`src/rtl/pipeline_ctrl_pkg.sv`:
```
// Shared types and constants for the pipeline hazard/sequencing controller.
package pipe_ctrl_pkg;
  typedef enum logic {RUN = 1'b0, MULDIV = 1'b1} state_t;
  localparam logic [4:0] X0 = 5'd0;
endpackage

```
`src/rtl/pipeline_ctrl_if.sv`:
```
// Datapath <-> controller signal bundle: hazard sources in, stage enables/clears out.
interface pipeline_ctrl_if #(parameter int CNT_W = 32);
  logic [4:0]       rs1_d, rs2_d, rd_e;
  logic             use_rs1_d, use_rs2_d;
  logic             mem_read_e, muldiv_e, redirect_e;
  logic             mem_req_m, mem_ready_m;
  logic             pc_we, fd_we, de_we, em_we, mw_we;
  logic             fd_clr, de_clr, em_clr, mw_clr;
  logic             muldiv_busy;
  logic [CNT_W-1:0] stall_count, flush_count;

  modport master (
    output rs1_d, rs2_d, rd_e, use_rs1_d, use_rs2_d, mem_read_e, muldiv_e,
           redirect_e, mem_req_m, mem_ready_m,
    input  pc_we, fd_we, de_we, em_we, mw_we, fd_clr, de_clr, em_clr, mw_clr,
           muldiv_busy, stall_count, flush_count
  );
  modport slave (
    input  rs1_d, rs2_d, rd_e, use_rs1_d, use_rs2_d, mem_read_e, muldiv_e,
           redirect_e, mem_req_m, mem_ready_m,
    output pc_we, fd_we, de_we, em_we, mw_we, fd_clr, de_clr, em_clr, mw_clr,
           muldiv_busy, stall_count, flush_count
  );
endinterface

```
`src/rtl/pipeline_ctrl_sat_counter.sv`:
```
// Saturating up-counter used for the stall/flush performance counters.
module sat_counter #(
  parameter int W = 32
) (
  input  logic         clk,
  input  logic         reset,
  input  logic         i_inc,
  output logic [W-1:0] o_count
);
  logic [W-1:0] r_count;

  always_ff @(posedge clk or posedge reset) begin
    if (reset)                        r_count <= '0;
    else if (i_inc && ~&r_count)      r_count <= r_count + 1'b1;
  end

  assign o_count = r_count;
endmodule

```
`src/rtl/pipeline_ctrl.sv`:
```
// Five-stage pipeline hazard controller: load-use, redirect, mul/div occupancy
// and data-memory wait, producing per-stage capture enables and bubble clears.
module pipeline_ctrl
  import pipe_ctrl_pkg::*;
#(
  parameter int MULDIV_LAT = 4,
  parameter int CNT_W      = 32
) (
  input logic             clk,
  input logic             reset,
  pipeline_ctrl_if.slave  bus
);
  localparam int CW = (MULDIV_LAT > 2) ? $clog2(MULDIV_LAT) : 1;
  localparam logic [CW-1:0] LAST = CW'(MULDIV_LAT - 1);

  state_t        r_state;
  logic [CW-1:0] r_cnt;

  logic w_mem_wait, w_load_use, w_md_stall, w_release, w_flush;
  logic w_pc_we, w_fd_we, w_de_we, w_em_we, w_mw_we;
  logic w_fd_clr, w_de_clr, w_em_clr, w_mw_clr;

  assign w_mem_wait = bus.mem_req_m & ~bus.mem_ready_m;
  assign w_load_use = bus.mem_read_e & (bus.rd_e != X0) &
                      ((bus.use_rs1_d & (bus.rs1_d == bus.rd_e)) |
                       (bus.use_rs2_d & (bus.rs2_d == bus.rd_e)));
  assign w_md_stall = ((r_state == RUN) & bus.muldiv_e) |
                      ((r_state == MULDIV) & (r_cnt < LAST));
  assign w_release  = (r_state == MULDIV) & (r_cnt == LAST);

  always_comb begin
    {w_pc_we, w_fd_we, w_de_we, w_em_we, w_mw_we} = 5'b11111;
    {w_fd_clr, w_de_clr, w_em_clr, w_mw_clr}      = 4'b0000;
    w_flush = 1'b0;
    if (w_mem_wait) begin
      {w_pc_we, w_fd_we, w_de_we, w_em_we} = 4'b0000;
      w_mw_clr = 1'b1;
    end else if (w_md_stall) begin
      {w_pc_we, w_fd_we, w_de_we} = 3'b000;
      w_em_clr = 1'b1;
    end else if (w_release) begin
      w_flush = 1'b0;
    end else if (bus.redirect_e) begin
      w_fd_clr = 1'b1;
      w_de_clr = 1'b1;
      w_flush  = 1'b1;
    end else if (w_load_use) begin
      {w_pc_we, w_fd_we} = 2'b00;
      w_de_clr = 1'b1;
    end
    // Reset forces every control low regardless of the inputs.
    if (reset) begin
      {w_pc_we, w_fd_we, w_de_we, w_em_we, w_mw_we} = 5'b00000;
      {w_fd_clr, w_de_clr, w_em_clr, w_mw_clr}      = 4'b0000;
      w_flush = 1'b0;
    end
  end

  always_ff @(posedge clk or posedge reset) begin
    if (reset) begin
      r_state <= RUN;
      r_cnt   <= '0;
    end else if (!w_mem_wait) begin
      case (r_state)
        RUN: if (bus.muldiv_e) begin
          r_state <= MULDIV;
          r_cnt   <= CW'(1);
        end
        MULDIV: if (r_cnt < LAST) begin
          r_cnt <= r_cnt + 1'b1;
        end else begin
          r_state <= RUN;
          r_cnt   <= '0;
        end
        default: r_state <= RUN;
      endcase
    end
  end

  assign bus.pc_we  = w_pc_we;
  assign bus.fd_we  = w_fd_we;
  assign bus.de_we  = w_de_we;
  assign bus.em_we  = w_em_we;
  assign bus.mw_we  = w_mw_we;
  assign bus.fd_clr = w_fd_clr & w_fd_we;
  assign bus.de_clr = w_de_clr & w_de_we;
  assign bus.em_clr = w_em_clr & w_em_we;
  assign bus.mw_clr = w_mw_clr & w_mw_we;
  assign bus.muldiv_busy = (r_state == MULDIV);

  sat_counter #(.W(CNT_W)) u_stall_cnt (
    .clk(clk), .reset(reset), .i_inc(~w_pc_we), .o_count(bus.stall_count)
  );
  sat_counter #(.W(CNT_W)) u_flush_cnt (
    .clk(clk), .reset(reset), .i_inc(w_flush), .o_count(bus.flush_count)
  );
endmodule

```
`src/flat_wrapper.sv`:
```
// flat-port wrapper written by rule: the top's interface ports become plain ports
module pipeline_ctrl_flat import pipe_ctrl_pkg::*;
#(
  parameter int MULDIV_LAT = 4,
  parameter int CNT_W      = 32
)
  (clk, reset, bus_rs1_d, bus_rs2_d, bus_rd_e, bus_use_rs1_d, bus_use_rs2_d, bus_mem_read_e, bus_muldiv_e, bus_redirect_e, bus_mem_req_m, bus_mem_ready_m, bus_pc_we, bus_fd_we, bus_de_we, bus_em_we, bus_mw_we, bus_fd_clr, bus_de_clr, bus_em_clr, bus_mw_clr, bus_muldiv_busy, bus_stall_count, bus_flush_count);
  pipeline_ctrl_if #(.CNT_W(CNT_W)) bus_i ();
  input logic clk;
  input logic reset;
  input wire logic [$bits(bus_i.rs1_d)-1:0] bus_rs1_d;
  input wire logic [$bits(bus_i.rs2_d)-1:0] bus_rs2_d;
  input wire logic [$bits(bus_i.rd_e)-1:0] bus_rd_e;
  input wire logic [$bits(bus_i.use_rs1_d)-1:0] bus_use_rs1_d;
  input wire logic [$bits(bus_i.use_rs2_d)-1:0] bus_use_rs2_d;
  input wire logic [$bits(bus_i.mem_read_e)-1:0] bus_mem_read_e;
  input wire logic [$bits(bus_i.muldiv_e)-1:0] bus_muldiv_e;
  input wire logic [$bits(bus_i.redirect_e)-1:0] bus_redirect_e;
  input wire logic [$bits(bus_i.mem_req_m)-1:0] bus_mem_req_m;
  input wire logic [$bits(bus_i.mem_ready_m)-1:0] bus_mem_ready_m;
  output wire logic [$bits(bus_i.pc_we)-1:0] bus_pc_we;
  output wire logic [$bits(bus_i.fd_we)-1:0] bus_fd_we;
  output wire logic [$bits(bus_i.de_we)-1:0] bus_de_we;
  output wire logic [$bits(bus_i.em_we)-1:0] bus_em_we;
  output wire logic [$bits(bus_i.mw_we)-1:0] bus_mw_we;
  output wire logic [$bits(bus_i.fd_clr)-1:0] bus_fd_clr;
  output wire logic [$bits(bus_i.de_clr)-1:0] bus_de_clr;
  output wire logic [$bits(bus_i.em_clr)-1:0] bus_em_clr;
  output wire logic [$bits(bus_i.mw_clr)-1:0] bus_mw_clr;
  output wire logic [$bits(bus_i.muldiv_busy)-1:0] bus_muldiv_busy;
  output wire logic [$bits(bus_i.stall_count)-1:0] bus_stall_count;
  output wire logic [$bits(bus_i.flush_count)-1:0] bus_flush_count;
  assign bus_i.rs1_d = bus_rs1_d;
  assign bus_i.rs2_d = bus_rs2_d;
  assign bus_i.rd_e = bus_rd_e;
  assign bus_i.use_rs1_d = bus_use_rs1_d;
  assign bus_i.use_rs2_d = bus_use_rs2_d;
  assign bus_i.mem_read_e = bus_mem_read_e;
  assign bus_i.muldiv_e = bus_muldiv_e;
  assign bus_i.redirect_e = bus_redirect_e;
  assign bus_i.mem_req_m = bus_mem_req_m;
  assign bus_i.mem_ready_m = bus_mem_ready_m;
  assign bus_pc_we = bus_i.pc_we;
  assign bus_fd_we = bus_i.fd_we;
  assign bus_de_we = bus_i.de_we;
  assign bus_em_we = bus_i.em_we;
  assign bus_mw_we = bus_i.mw_we;
  assign bus_fd_clr = bus_i.fd_clr;
  assign bus_de_clr = bus_i.de_clr;
  assign bus_em_clr = bus_i.em_clr;
  assign bus_mw_clr = bus_i.mw_clr;
  assign bus_muldiv_busy = bus_i.muldiv_busy;
  assign bus_stall_count = bus_i.stall_count;
  assign bus_flush_count = bus_i.flush_count;
  pipeline_ctrl #(.MULDIV_LAT(MULDIV_LAT), .CNT_W(CNT_W)) u_core (.clk(clk), .reset(reset), .bus(bus_i));
endmodule
```
`config.mk`:
```
export PLATFORM = sky130hd
export DESIGN_NAME = pipeline_ctrl_flat
export DESIGN_NICKNAME = d
export VERILOG_FILES = /design/src/rtl/pipeline_ctrl_pkg.sv /design/src/rtl/pipeline_ctrl_if.sv /design/src/rtl/pipeline_ctrl_sat_counter.sv /design/src/rtl/pipeline_ctrl.sv /design/src/flat_wrapper.sv
export SDC_FILE = /design/constraint.sdc
export NUM_CORES = 1
export LEC_CHECK = 0
export CAP_MARGIN = 30
export CORE_MARGIN = 4
export CORE_UTILIZATION = 45
export DETAILED_ROUTE_END_ITERATION = 10
export PLACE_DENSITY_LB_ADDON = 0.05
export SETUP_SLACK_MARGIN = 0.5
export SYNTH_ARGS = -nofsm -noshare
export SYNTH_HDL_FRONTEND = slang
export SYNTH_SLANG_ARGS = --single-unit
```
`constraint.sdc`:
```
create_clock -name clk -period 8 [get_ports clk]
set_clock_uncertainty 0.15 [all_clocks]
set_input_delay 2 -clock clk [delete_from_list [all_inputs] [get_ports clk]]
set_output_delay 2 -clock clk [all_outputs]
set_load 0.005 [all_outputs]
```
==> run summary <==
status = complete, no violations
Tmin final = 6.22 ns
cell taking the most area after synthesis = dfrtp_1
synth warn = 0
Synth top area share = 49.5%
DR iter-0 viols = 70
Yosys cell types = 39
ys async rst share = 100%
vias in the first global route = 2703
Antenna Violating Nets Remaining = 0
Cell Pwr Density = 191 nW/um2
Worst slew margin = 54.0%
post-DR wirelength/cell = 14.1 um
crit share post-route = 77.7%
I/O pin count = 98
via count = 2697
deepest clock path buffer count = 2
crit path max fanout = 5
Hold Path Stages = 1
Nets = 454
Post-synth EDFFs = 0
Syn Inst Count = 323
Netlist Area Pre-Place = 3390 um2
crit end category = output pin
final count of hold timing violations = 0
number of gates resized after CTS = 0
CTS Hold Buffers Added = 0
via/cell ratio = 5.09
core area = 7290 um2
top cells by count, synth = dfrtp_1 (67), xnor2_1 (50), nor2_1 (34)
CP Data Arrival Time = 4.07 ns
Tot GR Track Use = 18.1%
Mapped Avg Cell Area = 10.5 um2
total die area = 8980 um2
Post-DP HPWL = 5610 um
count leader, synth = dfrtp_1
GR Overflow Total = 0
initial antenna violation count = 0
Pins Over Slew Limit = 0
DRC viols = 0
largest net degree at the start of global routing = 48
post-CTS setup buffer count = 0
worst-margin pin slew = 0.689 ns
Leak Pwr = 1.99 nW
Seq/Total Area, Yosys = 49.5%
Worst VDD drop = 103 uV
Final TNS setup = 0 ns
htree depth = 3
PortBufs = 97
crit path launch type = input pin
FMAX = 0.161 GHz
Crit Path Category = in -> out
FF+latch area = 1680 um2
Chip Width = 94.8 um
ranking of synthesized cells by area = dfrtp_1 (50%), xnor2_1 (13%), xor2_1 (5.4%), nand3_1 (4.0%), nor2_1 (3.8%)
Tot Pwr = 0.886 mW
layout cells sized above 1 = 6.50%
placer congestion estimate = 0.758
CP Data Required Time = 5.85 ns
Clock Latency Late Sink = 0.34 ns
Num CTS Buffers = 9
utilization after layout = 63.6%
final setup violation count = 0
max-cap violations = 0
Multi-input gate area = 1630 um2
Row Count = 31
CTS sink cnt = 67
final setup margin = 1.78 ns
Worst R2R Path Depth = 6
#FFs+latches synth = 67
die height = 94.8 um
Net Count, Synth = 350
root buffer cell = clkbuf_8
Worst-path clk slew = 0.07 ns
RSZ-0062 raised after global routing = no
class of the worst hold path = reg -> reg
Layout Area Growth over Synthesis = 36.9%
Synth Flop Type = dfrtp_1
Fill cells = 641
first-pass GRT wire length = 12700 um
pre-CTS setup slack = 1.77 ns
drt total wl = 7480 um
CTS tree = done
Diodes inserted = 0
drt first pass iters = 4
Initial Util = 46.4%
## sequential cells by signal (all words and copies together) (netlist names)
name,flops
u_core.u_flush_cnt.o_count,32
u_core.u_stall_cnt.o_count,32
u_core.r_cnt,2
u_core.bus.muldiv_busy,1
## cells in the final DEF (no fill, tap or decap), types with 4 or more instances in the layout
cell type,count
and4_1,8
nor2b_1,4
nand4_1,20
xor2_1,21
clkdlybuf4s50_1,97
nand2_1,22
inv_1,8
a21oi_1,4
nor3_1,6
and3_1,11
clkbuf_8,11
nand3_1,27
dfrtp_1,67
xnor2_1,50
and2_1,7
nor2_1,34
## where the power goes
group | internal (mW) | switching [mW]
Clock | 0.159 | 0.123
Combinational | 0.114 | 0.0803
Sequential | 0.371 | 0.0386
## through the flow
stage          hold slack, ns  area (um2)  cells
6_report                0.338        4640    530
3_5_place_dp            0.329        4440    515
5_1_grt                 0.370        4640    530
2_1_floorplan           0.327        3390    323
4_1_cts                 0.341        4640    530
3_3_place_gp            0.325        4440    515
## final cells by class
cell class	instances	area share (%)
tap	99	2.67
multi-input combinational	242	35.2
clock buffer	13	3.43
clock inverter	2	0.755
timing repair buffer	98	21.1
inverter	9	0.728
sequential	67	36.1
## layer usage
| metal | track usage, % | part of all wire (%) | vias to the layer above |
|---|---|---|---|
| li1 | - | - | 1323 |
| met1 | 23.5 | 45 | 1296 |
| met2 | 28.5 | 46 | 72 |
| met3 | 5.98 | 7.3 | 6 |
| met4 | 6.13 | 1.1 | 0 |
| met5 | 0 | 0 | - |
## path summary, 6_finish.rpt
kind	start	end	slack, ns
max reg2reg	u_core.u_stall_cnt.o_count[2]	u_core.u_stall_cnt.o_count[1]	5.58
min in group asynchronous	reset	u_core.u_flush_cnt.o_count[10]	1.94
min	u_core.u_flush_cnt.o_count[15]	u_core.u_flush_cnt.o_count[15]	0.34
max in group asynchronous	reset	u_core.u_stall_cnt.o_count[23]	4.78
max	bus_rd_e[0]	bus_fd_we	1.78
min reg2reg	u_core.u_flush_cnt.o_count[15]	u_core.u_flush_cnt.o_count[15]	0.34
## logic make-up after synthesis
group	synth area share, %
simple gates	23.3
xor+xnor	18.4
flops	49.5
compound gates	4.47
buf+inv	2.33
mux	0.960
fa+ha+maj	1.11
## worst max-delay path, stage by stage
cell and delay [ns]:
clkdlybuf4s50_1 0.47, or4_1 0.57, o21ai_2 0.16, a211oi_2 0.07, a21boi_4 0.25, clkdlybuf4s50_1 0.54
(Power assumes the default switching activity.)
